==> config.mk <==
export PLATFORM = sky130hd
export DESIGN_NAME = uart_rx_cmd
export DESIGN_NICKNAME = d
export VERILOG_FILES = /design/src/rtl/uart_rx_cmd_pkg.sv /design/src/rtl/uart_rx_core.sv /design/src/rtl/uart_rx_cmd.sv
export SDC_FILE = /design/constraint.sdc
export NUM_CORES = 1
export LEC_CHECK = 0
export ABC_CLOCK_PERIOD_IN_PS = 4550
export BUFFER_PORTS_ARGS = -buffer_cell sky130_fd_sc_hd__buf_2
export CORE_ASPECT_RATIO = 0.7
export CORE_MARGIN = 2
export CORE_UTILIZATION = 35
export CTS_BUF_LIST = sky130_fd_sc_hd__clkbuf_8
export CTS_CLUSTER_SIZE = 28
export DETAILED_ROUTE_END_ITERATION = 16
export PLACE_DENSITY_LB_ADDON = 0.15
export SYNTH_ARGS = -nofsm -noshare
export SYNTH_HDL_FRONTEND = slang
export SYNTH_SLANG_ARGS = --single-unit
export TNS_END_PERCENT = 30
==> constraint.sdc <==
create_clock -name clock -period 4.55 [get_ports clock]
set_input_delay 1.1375 -clock clock [delete_from_list [all_inputs] [get_ports clock]]
set_output_delay 1.1375 -clock clock [all_outputs]
set_load 0.02 [all_outputs]
==> src/rtl/uart_rx_cmd_pkg.sv <==
// Shared definitions for the serial command path: command codes and the rx FSM encoding.
// The command codes are also consumed by the downstream command handler.
package uart_rx_cmd_pkg;

    localparam logic [3:0] CMD_LIMPAR   = 4'd1;
    localparam logic [3:0] CMD_CARREGAR = 4'd2;
    localparam logic [3:0] CMD_MOSTRAR  = 4'd4;

    typedef enum logic [2:0] {
        RX_IDLE,
        RX_START,
        RX_DATA,
        RX_STOP,
        RX_EMIT
    } rx_state_t;

    function automatic logic is_known_cmd(input logic [3:0] c);
        return (c == CMD_LIMPAR) || (c == CMD_CARREGAR) || (c == CMD_MOSTRAR);
    endfunction

endpackage

==> src/rtl/uart_rx_core.sv <==
// 8N1 receiver: 2-flop synchronizer, mid-bit sampling baud counter, START/DATA/STOP FSM.
// o_done / o_ferr are single-cycle pulses; o_byte is valid while o_done is high.
module uart_rx_core
    import uart_rx_cmd_pkg::*;
#(
    parameter int CLKS_PER_BIT = 16
) (
    input  logic       i_clock,
    input  logic       i_resetn,
    input  logic       i_rx,
    output logic [7:0] o_byte,
    output logic       o_done,
    output logic       o_ferr
);

    localparam int            CW   = $clog2(CLKS_PER_BIT);
    localparam logic [CW-1:0] LAST = CW'(CLKS_PER_BIT - 1);
    localparam logic [CW-1:0] HALF = CW'(CLKS_PER_BIT / 2 - 1);

    logic [1:0]    r_sync;
    rx_state_t     r_state;
    logic [CW-1:0] r_cnt;
    logic [2:0]    r_idx;
    logic [7:0]    r_shift;
    logic          r_done;
    logic          r_ferr;
    logic          w_rx_s;

    assign w_rx_s = r_sync[1];
    assign o_byte = r_shift;
    assign o_done = r_done;
    assign o_ferr = r_ferr;

    always_ff @(posedge i_clock) begin
        if (!i_resetn) begin
            r_sync  <= 2'b11;
            r_state <= RX_IDLE;
            r_cnt   <= '0;
            r_idx   <= '0;
            r_shift <= '0;
            r_done  <= 1'b0;
            r_ferr  <= 1'b0;
        end else begin
            r_sync <= {r_sync[0], i_rx};
            r_done <= 1'b0;
            r_ferr <= 1'b0;
            case (r_state)
                RX_IDLE: begin
                    if (!w_rx_s) begin
                        r_state <= RX_START;
                        r_cnt   <= '0;
                    end
                end
                RX_START: begin
                    // Re-check at mid start bit so short low glitches are ignored.
                    if (r_cnt == HALF) begin
                        r_cnt   <= '0;
                        r_idx   <= '0;
                        r_state <= w_rx_s ? RX_IDLE : RX_DATA;
                    end else begin
                        r_cnt <= r_cnt + CW'(1);
                    end
                end
                RX_DATA: begin
                    if (r_cnt == LAST) begin
                        r_cnt   <= '0;
                        r_shift <= {w_rx_s, r_shift[7:1]};
                        r_idx   <= r_idx + 3'd1;
                        if (r_idx == 3'd7) r_state <= RX_STOP;
                    end else begin
                        r_cnt <= r_cnt + CW'(1);
                    end
                end
                RX_STOP: begin
                    if (r_cnt == LAST) begin
                        r_cnt <= '0;
                        if (w_rx_s) begin
                            r_done  <= 1'b1;
                            r_state <= RX_EMIT;
                        end else begin
                            r_ferr  <= 1'b1;
                            r_state <= RX_IDLE;
                        end
                    end else begin
                        r_cnt <= r_cnt + CW'(1);
                    end
                end
                RX_EMIT: r_state <= RX_IDLE;
                default: r_state <= RX_IDLE;
            endcase
        end
    end

endmodule

==> src/rtl/uart_rx_cmd.sv <==
// Serial front end of the command handler: decodes received bytes into a one-shot
// instrucao pulse and a held dado nibble, dropping and flagging bad frames/commands.
module uart_rx_cmd
    import uart_rx_cmd_pkg::*;
#(
    parameter int CLK_FREQ     = 50_000_000,
    parameter int BAUD         = 9600,
    parameter int PULSE_CYCLES = 1
) (
    input  logic       clock,
    input  logic       resetn,
    input  logic       rx,
    output logic [3:0] instrucao,
    output logic [3:0] dado,
    output logic       byte_valid,
    output logic       frame_err,
    output logic       cmd_err
);

    localparam int             CLKS_PER_BIT = CLK_FREQ / BAUD;
    localparam int             PCW          = $clog2(PULSE_CYCLES + 1);
    localparam logic [PCW-1:0] PULSE_LEN    = PCW'(PULSE_CYCLES);

    logic [7:0]     w_byte;
    logic           w_done;
    logic           w_ferr;
    logic [3:0]     r_instr;
    logic [3:0]     r_dado;
    logic           r_bv;
    logic           r_fe;
    logic           r_ce;
    logic [PCW-1:0] r_pcnt;

    uart_rx_core #(
        .CLKS_PER_BIT(CLKS_PER_BIT)
    ) u_core (
        .i_clock (clock),
        .i_resetn(resetn),
        .i_rx    (rx),
        .o_byte  (w_byte),
        .o_done  (w_done),
        .o_ferr  (w_ferr)
    );

    assign instrucao  = r_instr;
    assign dado       = r_dado;
    assign byte_valid = r_bv;
    assign frame_err  = r_fe;
    assign cmd_err    = r_ce;

    always_ff @(posedge clock) begin
        if (!resetn) begin
            r_instr <= '0;
            r_dado  <= '0;
            r_bv    <= 1'b0;
            r_fe    <= 1'b0;
            r_ce    <= 1'b0;
            r_pcnt  <= '0;
        end else begin
            r_bv <= 1'b0;
            r_ce <= 1'b0;
            r_fe <= w_ferr;
            if (r_pcnt != '0) begin
                r_pcnt <= r_pcnt - PCW'(1);
                if (r_pcnt == PCW'(1)) r_instr <= '0;
            end
            // A newly accepted command overrides any countdown still in flight.
            if (w_done) begin
                if (is_known_cmd(w_byte[3:0])) begin
                    r_instr <= w_byte[3:0];
                    r_dado  <= w_byte[7:4];
                    r_pcnt  <= PULSE_LEN;
                    r_bv    <= 1'b1;
                end else begin
                    r_ce <= 1'b1;
                end
            end
        end
    end

endmodule

==> metrics.md <==
| Metric | Value |
|---|---|
| Status | `complete, no violations` |
| Proportion of layout cells with a drive suffix above 1 | `0.111` |
| Die height | `65.2 um` |
| Vias in the first global route | `~1200` |
| RSZ-0062 raised after global routing | `no` |
| CP max stage delay | `~590 ps` |
| MaxCap Viol Count | `0` |
| CTS tree | `yes` |
| TNS Setup | `0 ps` |
| IO Pins | `14` |
| # placed instances | `290` |
| GRT Util Overall | `0.131` |
| Most common cell after layout, fill and taps aside | `dfxtp_1` |
| Yosys reg bits | `42` |
| Clk slew on worst S/H paths | `about 90 ps` |
| Clk root buf | `clkbuf_8` |
| Cells after synthesis | `217` |
| Family with the most delay on the worst path | `simple AND/OR/NAND/NOR gates` |
| Area grow syn2layout | `10.3%` |
| Wirelength per Cell | `between 10 and 15 um` |
| Final std cells w/o fill | `298` |
| Vias | `between 1000 and 1500` |
| Normalized max-slew margin | `0.361` |
| Hold buffer count at CTS | `0` |
| Clk_skew | `between 4 and 5 ps` |
| Worst Setup Start Kind | `register` |
| GRT overflow | `0` |
| Hold Slack | `412 ps` |
| DRC Markers | `0` |
| Clock Tree Buf Depth | `2` |
| Number of library cell types mapped by synthesis | `39` |
| Pwr Total | `around 0.63 mW` |
| Post-cts resize count | `0` |
| Largest net degree at the start of global routing | `31` |
| Hold Path Class | `reg -> reg` |
| Synthesized area | `1870 um2` |
| Number of synthesized flops with an enable pin | `0` |
| Synthesis warning total | `0` |
| Critical Path, Cell by Cell | `ha_1 > nor3b_2 > nand4_2 > a22o_1 > or4_1 > a21oi_1` |
| Drt first pass iters | `4` |
| Inserted Diodes | `0` |
| WP data arrival | `2690 ps` |
| Post-Syn Area per Cell | `8.63 um2` |
| Setup crit end kind | `register` |
| Cell area after layout | `2060 um2` |
| I/O Buffers | `13` |
| Seq/Total Area, Yosys | `0.449` |
| Pwr dens | `308 nW/um2` |
| Worst-margin pin slew | `958 ps` |
| Worst-path fanout max | `26` |
| Skew-Pair Late Insertion Delay | `a little under 300 ps` |
| Post-route minimum period | `2470 ps` |
| WL final | `3700 um` |
| DR vias/cell | `~4.9` |
| Req. time, crit path | `between 4000 and 5000 ps` |
| Die ar. | `5960 um2` |
| Fin crit share | `0.543` |
| Core Rows | `22` |
| TritonCTS buffer count | `5` |
| Clock Sinks | `42` |
| Initial antenna violation count | `0` |
| Max frequency | `405 MHz` |
| DP Area | `1970 um2` |
| Most frequent cells in the layout | `42 x dfxtp_1, 34 x nor2_1, 30 x nand2_1, 16 x mux2i_1, 13 x buf_2` |
| Number of DRC markers in iteration 0 | `64` |
| Initial Utilization | `0.360` |
| Post-synth ARST share | `0` |
| Synth Flop Type | `dfxtp_1` |
| Setup CP Type | `reg -> reg` |
| Width of the die | `91.4 um` |
| Setup bufs post-CTS | `0` |
| Final Max Slew Viols | `0` |
| Maximum vdd drop | `approximately 0.13 mV` |
| DP HPWL | `2480 um` |
| Core box area | `5200 um2` |
| CP max-delay cell | `or4_1` |
| P_leak | `0.885 nW` |
| RePlAce Congestion | `0.730` |
| Nets | `approximately 230` |
| First-pass GRT wire length | `6180 um` |
| Final setup viols | `0` |
| H-Tree Depth | `2` |
| Layout filler cell count | `about 530` |
| Buf/Inv on CP | `0` |
| Post-route ant nets | `0` |
| Post-Syn Nets | `223` |
| Final Hold Fails | `0` |
## state kept, by name, summed over array words and instances (netlist names)
name,count
u_core.o_ferr,1
u_core.r_state,3
u_core.r_cnt,13
u_core.o_byte,8
u_core.r_idx,3
u_core.o_done,1
dado,4
frame_err,1
instrucao,4
cmd_err,1
u_core.r_sync,2
r_pcnt,1
## synthesized netlist by cell type, drive strengths merged, types with 3 or more instances
library cell  count  area [um2]
and3              3        18.8
nand2            30         113
nand3             9        45.0
buf               3        21.3
ha                3        37.5
nand4             5        37.5
mux2i            16         160
nor2             34         128
a31oi            10        62.6
nor2b             5        31.3
dfxtp            42         841
inv               4        15.0
nand2b            3        18.8
clkbuf            9        33.8
a21oi             4        20.0
nand3b            7        52.6
nor3              3        15.0
## where the power goes
part	switching [mW]	internal [mW]	total (mW)	leakage, nW
clock network	0.138	0.110	0.248	0.0408
registers	0.00180	0.369	0.371	0.339
logic	0.0129	0.00392	0.0168	0.506
total	0.153	0.482	0.635	0.885
## layer usage
metal	wire, um	part of all wire	global-route usage	vias to the layer above
li1	-	-	-	774
met1	2090	0.57	0.199	672
met2	1400	0.38	0.172	22
met3	157	0.042	0.0413	7
met4	44	0.012	0.0398	0
met5	0	0	0	-
## stage by stage
stage	utilization	setup WS (ps)
floorplan	-	2630
global placement	0.379	2140
detailed placement	0.379	2110
CTS	0.397	2060
global route	0.397	1890
finish	0.397	2080
## cell families after synthesis
family / share of synthesized area
adder cells (fa/ha/maj): 0.0201
XOR/XNOR: 0.00936
AND/OR/NAND/NOR: 0.304
AO/OA/AOI/OAI: 0.0942
multiplexers: 0.0856
buffers and inverters: 0.0374
flip-flops: 0.449
## area by class of cell
type | count | area (um2) | share of cell area
multi-input combinational | 159 | 961 | 0.465
sequential | 42 | 841 | 0.407
tap | 72 | 90.1 | 0.0436
clock buffer | 5 | 68.8 | 0.0333
timing repair buffer | 13 | 65.1 | 0.0315
clock inverter | 3 | 23.8 | 0.0115
inverter | 4 | 15.0 | 0.00727
## final timing paths
kind,depth (start not counted),to,start,slack [ps]
worst max register to register,6,u_core.r_state[0],u_core.r_cnt[0],2080
worst min register to register,1,u_core.r_sync[1],u_core.r_sync[0],410
worst min-delay path,1,u_core.r_sync[1],u_core.r_sync[0],410
worst max-delay path,6,u_core.r_state[0],u_core.r_cnt[0],2080
No activity file was read; power rests on OpenSTA's default activity.
